--- config.mk ---
export PLATFORM = sky130hd
export DESIGN_NAME = rfphoenix_branch_resolve_flat
export DESIGN_NICKNAME = d
export VERILOG_FILES = /design/src/rtl/rfphoenix_branch_resolve_if.sv /design/src/rtl/rfphoenix_branch_resolve.sv /design/src/flat_wrapper.sv
export SDC_FILE = /design/constraint.sdc
export NUM_CORES = 1
export LEC_CHECK = 0
export CAP_MARGIN = 15
export CORE_MARGIN = 2
export CORE_UTILIZATION = 30
export CTS_CLUSTER_SIZE = 10
export DETAILED_ROUTE_END_ITERATION = 12
export PLACE_DENSITY = 0.57
export REMOVE_ABC_BUFFERS = 1
export SLEW_MARGIN = 10
export SYNTH_ARGS = -nofsm -noshare
export SYNTH_HDL_FRONTEND = slang
export SYNTH_SLANG_ARGS = --single-unit
--- constraint.sdc ---
create_clock -name clk -period 2.4 [get_ports clk]
set_clock_uncertainty 0.15 [all_clocks]
set_input_delay 0.48 -clock clk [delete_from_list [all_inputs] [get_ports clk]]
set_output_delay 0.48 -clock clk [all_outputs]
set_load 0.05 [all_outputs]
--- src/rtl/rfphoenix_branch_resolve_if.sv ---
// rfphoenix_branch_resolve_if: branch-in, redirect, flush, predictor-update and counter signals of the resolve stage
interface rfphoenix_branch_resolve_if #(
    parameter int PCW  = 32,
    parameter int TIDW = 2
);
    logic            in_valid_i;
    logic            in_ready_o;
    logic [TIDW-1:0] in_tid_i;
    logic [PCW-1:0]  in_pc_i;
    logic            in_takb_i;
    logic [PCW-1:0]  in_tgt_i;
    logic            in_pred_taken_i;
    logic [PCW-1:0]  in_pred_tgt_i;
    logic            redir_valid_o;
    logic            redir_ready_i;
    logic [TIDW-1:0] redir_tid_o;
    logic [PCW-1:0]  redir_pc_o;
    logic            flush_o;
    logic [TIDW-1:0] flush_tid_o;
    logic            upd_valid_o;
    logic [PCW-1:0]  upd_pc_o;
    logic            upd_taken_o;
    logic [PCW-1:0]  upd_tgt_o;
    logic [31:0]     br_cnt_o;
    logic [31:0]     mis_cnt_o;

    modport master (
        output in_valid_i, in_tid_i, in_pc_i, in_takb_i, in_tgt_i, in_pred_taken_i, in_pred_tgt_i, redir_ready_i,
        input  in_ready_o, redir_valid_o, redir_tid_o, redir_pc_o, flush_o, flush_tid_o,
               upd_valid_o, upd_pc_o, upd_taken_o, upd_tgt_o, br_cnt_o, mis_cnt_o
    );

    modport slave (
        input  in_valid_i, in_tid_i, in_pc_i, in_takb_i, in_tgt_i, in_pred_taken_i, in_pred_tgt_i, redir_ready_i,
        output in_ready_o, redir_valid_o, redir_tid_o, redir_pc_o, flush_o, flush_tid_o,
               upd_valid_o, upd_pc_o, upd_taken_o, upd_tgt_o, br_cnt_o, mis_cnt_o
    );
endinterface

--- src/rtl/rfphoenix_branch_resolve.sv ---
// rfphoenix_branch_resolve: checks branch predictions, issues thread-tagged redirects and squashes wrong-path branches
module rfphoenix_branch_resolve #(
    parameter int PCW  = 32,
    parameter int TIDW = 2,
    parameter int ILEN = 5
) (
    input logic clk,
    input logic rst_n,
    rfphoenix_branch_resolve_if.slave br
);
    localparam logic [0:0] IDLE  = 1'b0;
    localparam logic [0:0] REDIR = 1'b1;
    localparam int NTH = 2 ** TIDW;

    logic [0:0]     state;
    logic [NTH-1:0] shadow;
    logic [NTH-1:0] shadow_nxt;
    logic           acc;
    logic           hs;
    logic           good;
    logic           mis;
    logic           misp;
    logic [PCW-1:0] actual;

    assign br.in_ready_o    = (state == IDLE) || br.redir_ready_i;
    assign br.redir_valid_o = (state == REDIR);
    assign acc    = br.in_valid_i && br.in_ready_o;
    assign hs     = (state == REDIR) && br.redir_ready_i;
    assign good   = acc && !shadow[br.in_tid_i];
    assign actual = br.in_takb_i ? br.in_tgt_i : br.in_pc_i + PCW'(ILEN);
    assign mis    = (br.in_takb_i != br.in_pred_taken_i) || (br.in_takb_i && br.in_tgt_i != br.in_pred_tgt_i);
    assign misp   = good && mis;

    // shadow bits: the sampled value decides squash; clear on handshake, then set on a new mispredict
    always_comb begin
        shadow_nxt = shadow;
        if (hs) shadow_nxt[br.redir_tid_o] = 1'b0;
        if (misp) shadow_nxt[br.in_tid_i] = 1'b1;
    end

    // state, shadow, redirect/flush/update payloads and counters
    always_ff @(posedge clk or negedge rst_n) begin
        if (!rst_n) begin
            state          <= IDLE;
            shadow         <= '0;
            br.redir_tid_o <= '0;
            br.redir_pc_o  <= '0;
            br.flush_o     <= 1'b0;
            br.flush_tid_o <= '0;
            br.upd_valid_o <= 1'b0;
            br.upd_pc_o    <= '0;
            br.upd_taken_o <= 1'b0;
            br.upd_tgt_o   <= '0;
            br.br_cnt_o    <= '0;
            br.mis_cnt_o   <= '0;
        end else begin
            state          <= misp ? REDIR : (hs ? IDLE : state);
            shadow         <= shadow_nxt;
            br.flush_o     <= misp;
            br.upd_valid_o <= good;
            if (misp) begin
                br.redir_tid_o <= br.in_tid_i;
                br.redir_pc_o  <= actual;
                br.flush_tid_o <= br.in_tid_i;
                br.mis_cnt_o   <= br.mis_cnt_o + 32'd1;
            end
            if (good) begin
                br.upd_pc_o    <= br.in_pc_i;
                br.upd_taken_o <= br.in_takb_i;
                br.upd_tgt_o   <= br.in_tgt_i;
                br.br_cnt_o    <= br.br_cnt_o + 32'd1;
            end
        end
    end
endmodule

--- src/flat_wrapper.sv ---
// flat-port wrapper written by rule: the top's interface ports become plain ports
module rfphoenix_branch_resolve_flat 
#(
    parameter int PCW  = 32,
    parameter int TIDW = 2,
    parameter int ILEN = 5
)
  (clk, rst_n, br_in_valid_i, br_in_tid_i, br_in_pc_i, br_in_takb_i, br_in_tgt_i, br_in_pred_taken_i, br_in_pred_tgt_i, br_redir_ready_i, br_in_ready_o, br_redir_valid_o, br_redir_tid_o, br_redir_pc_o, br_flush_o, br_flush_tid_o, br_upd_valid_o, br_upd_pc_o, br_upd_taken_o, br_upd_tgt_o, br_br_cnt_o, br_mis_cnt_o);
  rfphoenix_branch_resolve_if #(.PCW(PCW), .TIDW(TIDW)) br_i ();
  input logic clk;
  input logic rst_n;
  input wire logic [$bits(br_i.in_valid_i)-1:0] br_in_valid_i;
  input wire logic [$bits(br_i.in_tid_i)-1:0] br_in_tid_i;
  input wire logic [$bits(br_i.in_pc_i)-1:0] br_in_pc_i;
  input wire logic [$bits(br_i.in_takb_i)-1:0] br_in_takb_i;
  input wire logic [$bits(br_i.in_tgt_i)-1:0] br_in_tgt_i;
  input wire logic [$bits(br_i.in_pred_taken_i)-1:0] br_in_pred_taken_i;
  input wire logic [$bits(br_i.in_pred_tgt_i)-1:0] br_in_pred_tgt_i;
  input wire logic [$bits(br_i.redir_ready_i)-1:0] br_redir_ready_i;
  output wire logic [$bits(br_i.in_ready_o)-1:0] br_in_ready_o;
  output wire logic [$bits(br_i.redir_valid_o)-1:0] br_redir_valid_o;
  output wire logic [$bits(br_i.redir_tid_o)-1:0] br_redir_tid_o;
  output wire logic [$bits(br_i.redir_pc_o)-1:0] br_redir_pc_o;
  output wire logic [$bits(br_i.flush_o)-1:0] br_flush_o;
  output wire logic [$bits(br_i.flush_tid_o)-1:0] br_flush_tid_o;
  output wire logic [$bits(br_i.upd_valid_o)-1:0] br_upd_valid_o;
  output wire logic [$bits(br_i.upd_pc_o)-1:0] br_upd_pc_o;
  output wire logic [$bits(br_i.upd_taken_o)-1:0] br_upd_taken_o;
  output wire logic [$bits(br_i.upd_tgt_o)-1:0] br_upd_tgt_o;
  output wire logic [$bits(br_i.br_cnt_o)-1:0] br_br_cnt_o;
  output wire logic [$bits(br_i.mis_cnt_o)-1:0] br_mis_cnt_o;
  assign br_i.in_valid_i = br_in_valid_i;
  assign br_i.in_tid_i = br_in_tid_i;
  assign br_i.in_pc_i = br_in_pc_i;
  assign br_i.in_takb_i = br_in_takb_i;
  assign br_i.in_tgt_i = br_in_tgt_i;
  assign br_i.in_pred_taken_i = br_in_pred_taken_i;
  assign br_i.in_pred_tgt_i = br_in_pred_tgt_i;
  assign br_i.redir_ready_i = br_redir_ready_i;
  assign br_in_ready_o = br_i.in_ready_o;
  assign br_redir_valid_o = br_i.redir_valid_o;
  assign br_redir_tid_o = br_i.redir_tid_o;
  assign br_redir_pc_o = br_i.redir_pc_o;
  assign br_flush_o = br_i.flush_o;
  assign br_flush_tid_o = br_i.flush_tid_o;
  assign br_upd_valid_o = br_i.upd_valid_o;
  assign br_upd_pc_o = br_i.upd_pc_o;
  assign br_upd_taken_o = br_i.upd_taken_o;
  assign br_upd_tgt_o = br_i.upd_tgt_o;
  assign br_br_cnt_o = br_i.br_cnt_o;
  assign br_mis_cnt_o = br_i.mis_cnt_o;
  rfphoenix_branch_resolve #(.PCW(PCW), .TIDW(TIDW), .ILEN(ILEN)) u_core (.clk(clk), .rst_n(rst_n), .br(br_i));
endmodule
## Word level (Yosys, flattened, before mapping)

Cells that the tools add are included.

| word-level totals | value |
|---|---|
| output and inout bits | 169 |
| input bits | 104 |
| bits in registers | 170 |

| cells by class | value |
|---|---|
| muxes and demuxes | 11 |
| reductions and logical operators | 11 |
| $lt $le $gt $ge | 4 |
| bitwise logic cells | 4 |
| $add $sub $neg | 3 |
| equality and inequality tests | 2 |

Operator list:

| kind | number |
|---|---|
| $add A32 B1 Y32 const B | 2 |
| $add A32 B3 Y32 const B | 1 |
| $mux W32 | 1 |
| $ne A32 B32 Y1 | 1 |
| $mux W4 | 2 |
| $logic_and A1 B1 Y1 | 7 |
| $lt A2 B3 Y1 const B | 2 |
| $mux W1 | 5 |
| $and A4 B4 Y4 | 1 |
| $demux W1 S2 | 2 |
| $ge A2 B1 Y1 const B | 2 |
| $not A4 Y4 | 1 |
| $or A4 B4 Y4 | 1 |
| $bmux W1 S2 | 1 |
| $logic_or A1 B1 Y1 | 2 |
| $reduce_bool A2 Y1 | 1 |
| $logic_not A1 Y1 | 1 |
| $ne A1 B1 Y1 | 1 |
| $not A1 Y1 | 1 |

## Depth between registers and ports, before layout

| depth | value |
|---|---|
| depth in word-level cells | 9 |
| gate-level depth with buffers | 9 |

## Worst setup path after synthesis

No wires, ideal clock.

| timing path | value |
|---|---|
| path type | flip-flop to flip-flop |
| start point | register u_core.state (netlist: u_core.br.redir_valid_o) |
| end point | register u_core.br.redir_pc_o[10] |
| path slack | -250 ps |
| data required time | 2125 ps |
| arrival | 2375 ps |
| library setup time | 125 ps |
| cell stages (with the launch flop) | 10 |
| path buffers | 2 |
| cell sequence | dfrtp_1 nand2b_1 nand3b_4 inv_2 nand2_4 or2_1 buf_4 inv_4 buf_6 mux2_2 |

| on the way | value |
|---|---|
| word-level cells in the longest chain between the ends | 5 |

Ends and longest elaborated chain:

| item | line | RTL |
|---|---|---|
| from (decl) | rfphoenix_branch_resolve.sv:15 | `logic [0:0] state;` |
| from (signal assigned) | rfphoenix_branch_resolve.sv:57 | `state <= misp ? REDIR : (hs ? IDLE : state);` |
| $not A1 Y1 | rfphoenix_branch_resolve.sv:25 | `assign br.in_ready_o = (state == IDLE) \|\| br.redir_ready_i;` |
| $logic_or A1 B1 Y1 | rfphoenix_branch_resolve.sv:25 |  |
| net br_in_ready_o | flat_wrapper.sv:20 | `output wire logic [$bits(br_i.in_ready_o)-1:0] br_in_ready_o;` |
| $logic_and A1 B1 Y1 | rfphoenix_branch_resolve.sv:27 | `assign acc = br.in_valid_i && br.in_ready_o;` |
| $logic_and A1 B1 Y1 | rfphoenix_branch_resolve.sv:29 | `assign good = acc && !shadow[br.in_tid_i];` |
| $logic_and A1 B1 Y1 | rfphoenix_branch_resolve.sv:32 | `assign misp = good && mis;` |
| to (signal assigned) | rfphoenix_branch_resolve.sv:63 | `br.redir_pc_o <= actual;` |
| to (decl) | rfphoenix_branch_resolve_if.sv:35 | `output in_ready_o, redir_valid_o, redir_tid_o, redir_pc_o, flush_o, flush_tid_o,` |

The timed path passes the listed nets, and every way through them passes these cells.
A chain may end at the register's enable or synchronous reset.

## Worst setup path after layout

| timing path | value |
|---|---|
| start point | input port br_in_tid_i[1] |
| end point | register u_core.br.redir_pc_o[10] |

| on the way | value |
|---|---|
| word-level cells in the longest chain between the ends | 5 |

Ends and longest elaborated chain:

| item | line | RTL |
|---|---|---|
| from (decl) | flat_wrapper.sv:13 | `input wire logic [$bits(br_i.in_tid_i)-1:0] br_in_tid_i;` |
| $bmux W1 S2 | rfphoenix_branch_resolve.sv:29 |  |
| $mux W1 (not written as such) | rfphoenix_branch_resolve.sv:29 |  |
| $logic_not A1 Y1 | rfphoenix_branch_resolve.sv:29 |  |
| $logic_and A1 B1 Y1 | rfphoenix_branch_resolve.sv:29 |  |
| $logic_and A1 B1 Y1 | rfphoenix_branch_resolve.sv:32 |  |

No other way between the ends. The select of a mux whose other input is x is not followed.

==> flow_summary.yaml <==
power:
  seqPwrFrac_pct: 29.3
  ir_worst_vdd_uv: 690
  p_sw_share_pct: 47.9
  p_leak_nw: 6.49
  p_clk_share_pct: 18.3
  netSwitchingPower_mw: 7.44
  power_density_mw_per_mm2: 1160
  p_int_mw: 8.10
  p_total_mw: 15.5
  p_comb_share_pct: 52.4
critical_path:
  path_class: "in -> reg"
  endpoint: "u_core.br.redir_pc_o[10]"
  critPathMaxFanout: 5
  worst_setup_path_start_kind: "input port"
  startpoint: "br_in_tid_i[1]"
  reg2regPathDepth: 8
  endpoint_kind: "register"
  crit_required_ns: 2.57
  rrSetupSlack_ns: 0.04
  crit_arrival_ns: 2.54
  r2r-start: "u_core.shadow[3]"
  r2r_end: "u_core.br.redir_pc_o[10]"
cts:
  cts_made_buffers: 17
  clockBufferDepth: 2
  clk_pin_slew_ns: 0.07
  h-tree-depth: 4
  cts_sinks: 170
  tritoncts: "done"
  cts-root-buf: "clkbuf_16"
  clock_latency_ns: 0.43
sta:
  rsz0062_at_grt: "yes"
  hold_viol: 0
  whs_ns: 0.225
  period_minus_slack_ns: 2.37
  max_freq_mhz: 422
  setup_tns_ns: 0
  period_share_pct: 98.7
  worst_slew_pin_slew_ns: 0.623
  slew_viol_final: 0
  setup_violations: 0
  slew_headroom_pct: 58.4
die:
  rows: 60
  die_area_mm2: 0.0288
  die_y_um: 170
  ioPinCount: 273
  die-width_um: 170
  core_mm2: 0.0270
  initial_core_util_pct: 30.6
global_route:
  globalRouteTotalUtil_pct: 20.2
  grt_pass1_vias: 7614
  grt_antenna_before_repair: 0
  grt_start_max_net_pins: 54
  grt_pass1_wl_um: 44400
  overflow: 0
yosys:
  yosysTopAreaCell: "dfrtp_1"
  synth_ff_type: "dfrtp_1"
  yosysWarnings: 0
  synthArstFlopShare_pct: 100
  ys_types: 46
  synth_top_area_share_pct: 51.6
  synth_seq_area_share_pct: 51.6
  ys_seq_elements: 170
  syn_area_mm2: 0.00824
  synth.area.top_cells: "dfrtp_1, nand2_1, xor2_1"
  syn_inst: 850
  synth_edf_count: 0
  avgSynthCellArea_um2: 9.69
drt:
  dr.pass1.iters: 5
  ant_nets: 0
  via_count: 7494
  routed_wirelength_um: 29200
  route.detailed.drc: 0
  drtIter0Drc: 359
  routed_via_density: 4.73
  wire_per_inst_um: 18.4
cells_and_area:
  stdcell_count: 1585
  nNetsFinal: 1338
  area_delta_synth_final_pct: 62.2
  postLayoutCellArea_mm2: 0.0134
  layout-drive-gt1-share_pct: 19.6
  antennaDiodeCount: 0
placement:
  dp_cells: 1538
  dp.final_hpwl_um: 21200
  dpl-instance-area_mm2: 0.0121
  port_buffers: 272
  place_congestion: 0.820
worst_hold_path:
  hold_class: "in -> reg"
job:
  maxCapViolCount: 0
run_status:
  status: "finished clean"
## layout make-up
| cell class | count | area, µm² |
|---|---|---|
| fillers | 2532 | 13600 |
| flip-flops and latches | 170 | 4250 |
| multi-input cells | 631 | 4080 |
| repair buffers | 400 | 3890 |
| clock buffers | 18 | 439 |
| well taps | 341 | 427 |
| clock inverters | 14 | 150 |
| repair inverters | 3 | 66.3 |
| inverters | 8 | 58.8 |
## what timing repair did
action / CTS / global route
cloned: 1 / 3
setup buffers: 10 / 1
hold buffers: 1 / 0
gates resized for setup: 73 / 95
endpoints found under the setup margin: 137 / 82
pin swaps: 23 / 25
endpoints found under the hold margin: 36 / 0
## power groups by stage
stage          clock network [mW]  logic (mW)  registers [mW]
6_report                     2.85        8.14            4.56
5_1_grt                      3.04        8.57            4.70
3_3_place_gp                    0        7.91            4.58
3_5_place_dp                    0        7.95            4.59
2_1_floorplan                   0        1.34            7.89
4_1_cts                      2.91        8.10            4.57
## cell families (layout without fill, tap and decap cells)
kind of cell	Yosys count	after routing	synth area share, %
XOR/XNOR	124	124	13.2
AND/OR/NAND/NOR	412	412	23.5
adder cells (fa/ha/maj)	3	3	0.456
AO/OA/AOI/OAI	56	56	3.60
buffers and inverters	49	443	2.70
multiplexers	36	36	4.92
flip-flops	170	170	51.6
## metal layers
layer | part of all wire [%] | GRT usage [%] | vias up
met5 | 0 | 0 | -
met4 | 0.90 | 4.61 | 0
met1 | 43 | 25.9 | 3657
met2 | 48 | 33.4 | 213
li1 | - | - | 3610
met3 | 7.6 | 6.41 | 14
## synthesized netlist by cell type (2+ instances only)
| master | count |
|---|---|
| nand3_1 | 36 |
| and3_1 | 16 |
| buf_2 | 2 |
| nand2_1 | 239 |
| nand4_1 | 21 |
| buf_4 | 3 |
| nor3b_1 | 4 |
| nor2_1 | 18 |
| o31ai_1 | 2 |
| or4_1 | 2 |
| a21oi_1 | 4 |
| nor3_2 | 2 |
| clkbuf_1 | 28 |
| ha_1 | 3 |
| and4_1 | 8 |
| dfrtp_1 | 170 |
| nand2b_1 | 2 |
| mux2i_1 | 9 |
| or2_2 | 3 |
| buf_1 | 5 |
| mux2_2 | 21 |
| nor4_1 | 31 |
| nor3_1 | 20 |
| inv_1 | 6 |
| o21ai_0 | 46 |
| mux2_1 | 5 |
| xor2_1 | 80 |
| xnor2_1 | 44 |
| buf_6 | 3 |
## worst max-delay path: stages
cell and delay [ns]:
clkdlybuf4s50_1 0.51, mux4_2 0.32, nand3b_4 0.23, inv_4 0.10, nand2_4 0.05, or2_4 0.28, buf_12 0.16, clkinv_8 0.07
mux2_2 0.32
## worst min path at each step
stage / start / end / slack (ns) / cells past startpoint
after global placement: rst_n / u_core.br.mis_cnt_o[5] / 0.29 / 1
after global routing: br_in_tgt_i[8] / u_core.br.upd_tgt_o[8] / 0.23 / 4
after CTS: u_core.br.br_cnt_o[31] / u_core.br.br_cnt_o[31] / 0.32 / 1
final: br_in_tgt_i[8] / u_core.br.upd_tgt_o[8] / 0.23 / 4
after detailed placement: rst_n / u_core.br.mis_cnt_o[5] / 0.29 / 1
after floorplan: rst_n / u_core.br.br_cnt_o[0] / 0.03 / 0
## state kept, by name, indices dropped and copies added, names as in the netlist
| signal | count |
|---|---|
| u_core.br.upd_taken_o | 1 |
| u_core.br.redir_valid_o | 1 |
| u_core.br.upd_pc_o | 32 |
| u_core.br.upd_valid_o | 1 |
| u_core.br.br_cnt_o | 32 |
| u_core.br.redir_pc_o | 32 |
| u_core.br.upd_tgt_o | 32 |
| u_core.shadow | 4 |
| u_core.br.flush_tid_o | 2 |
| u_core.br.flush_o | 1 |
| u_core.br.mis_cnt_o | 32 |
## placed cells by master (no fill, tap or decap), drive strengths merged, types with 21 or more instances in the layout
| master | count |
|---|---|
| nand2 | 240 |
| clkdlybuf4s50 | 194 |
| nor4 | 31 |
| nor3 | 23 |
| xnor2 | 44 |
| xor2 | 80 |
| nand3 | 37 |
| dfrtp | 170 |
| mux2 | 26 |
| o21ai | 47 |
| nand4 | 21 |
| buf | 129 |
| clkbuf | 24 |
| dlymetal6s2s | 45 |
## per-stage QoR
step	worst slack, ns	utilization (%)
after floorplan	-1.78	-
after global routing	-0.00663	49.6
final	0.0302	49.6
after global placement	-0.910	45.0
after CTS	0.00000600	48.3
after detailed placement	-0.925	45.0
No activity file was read; power rests on OpenSTA's default activity.
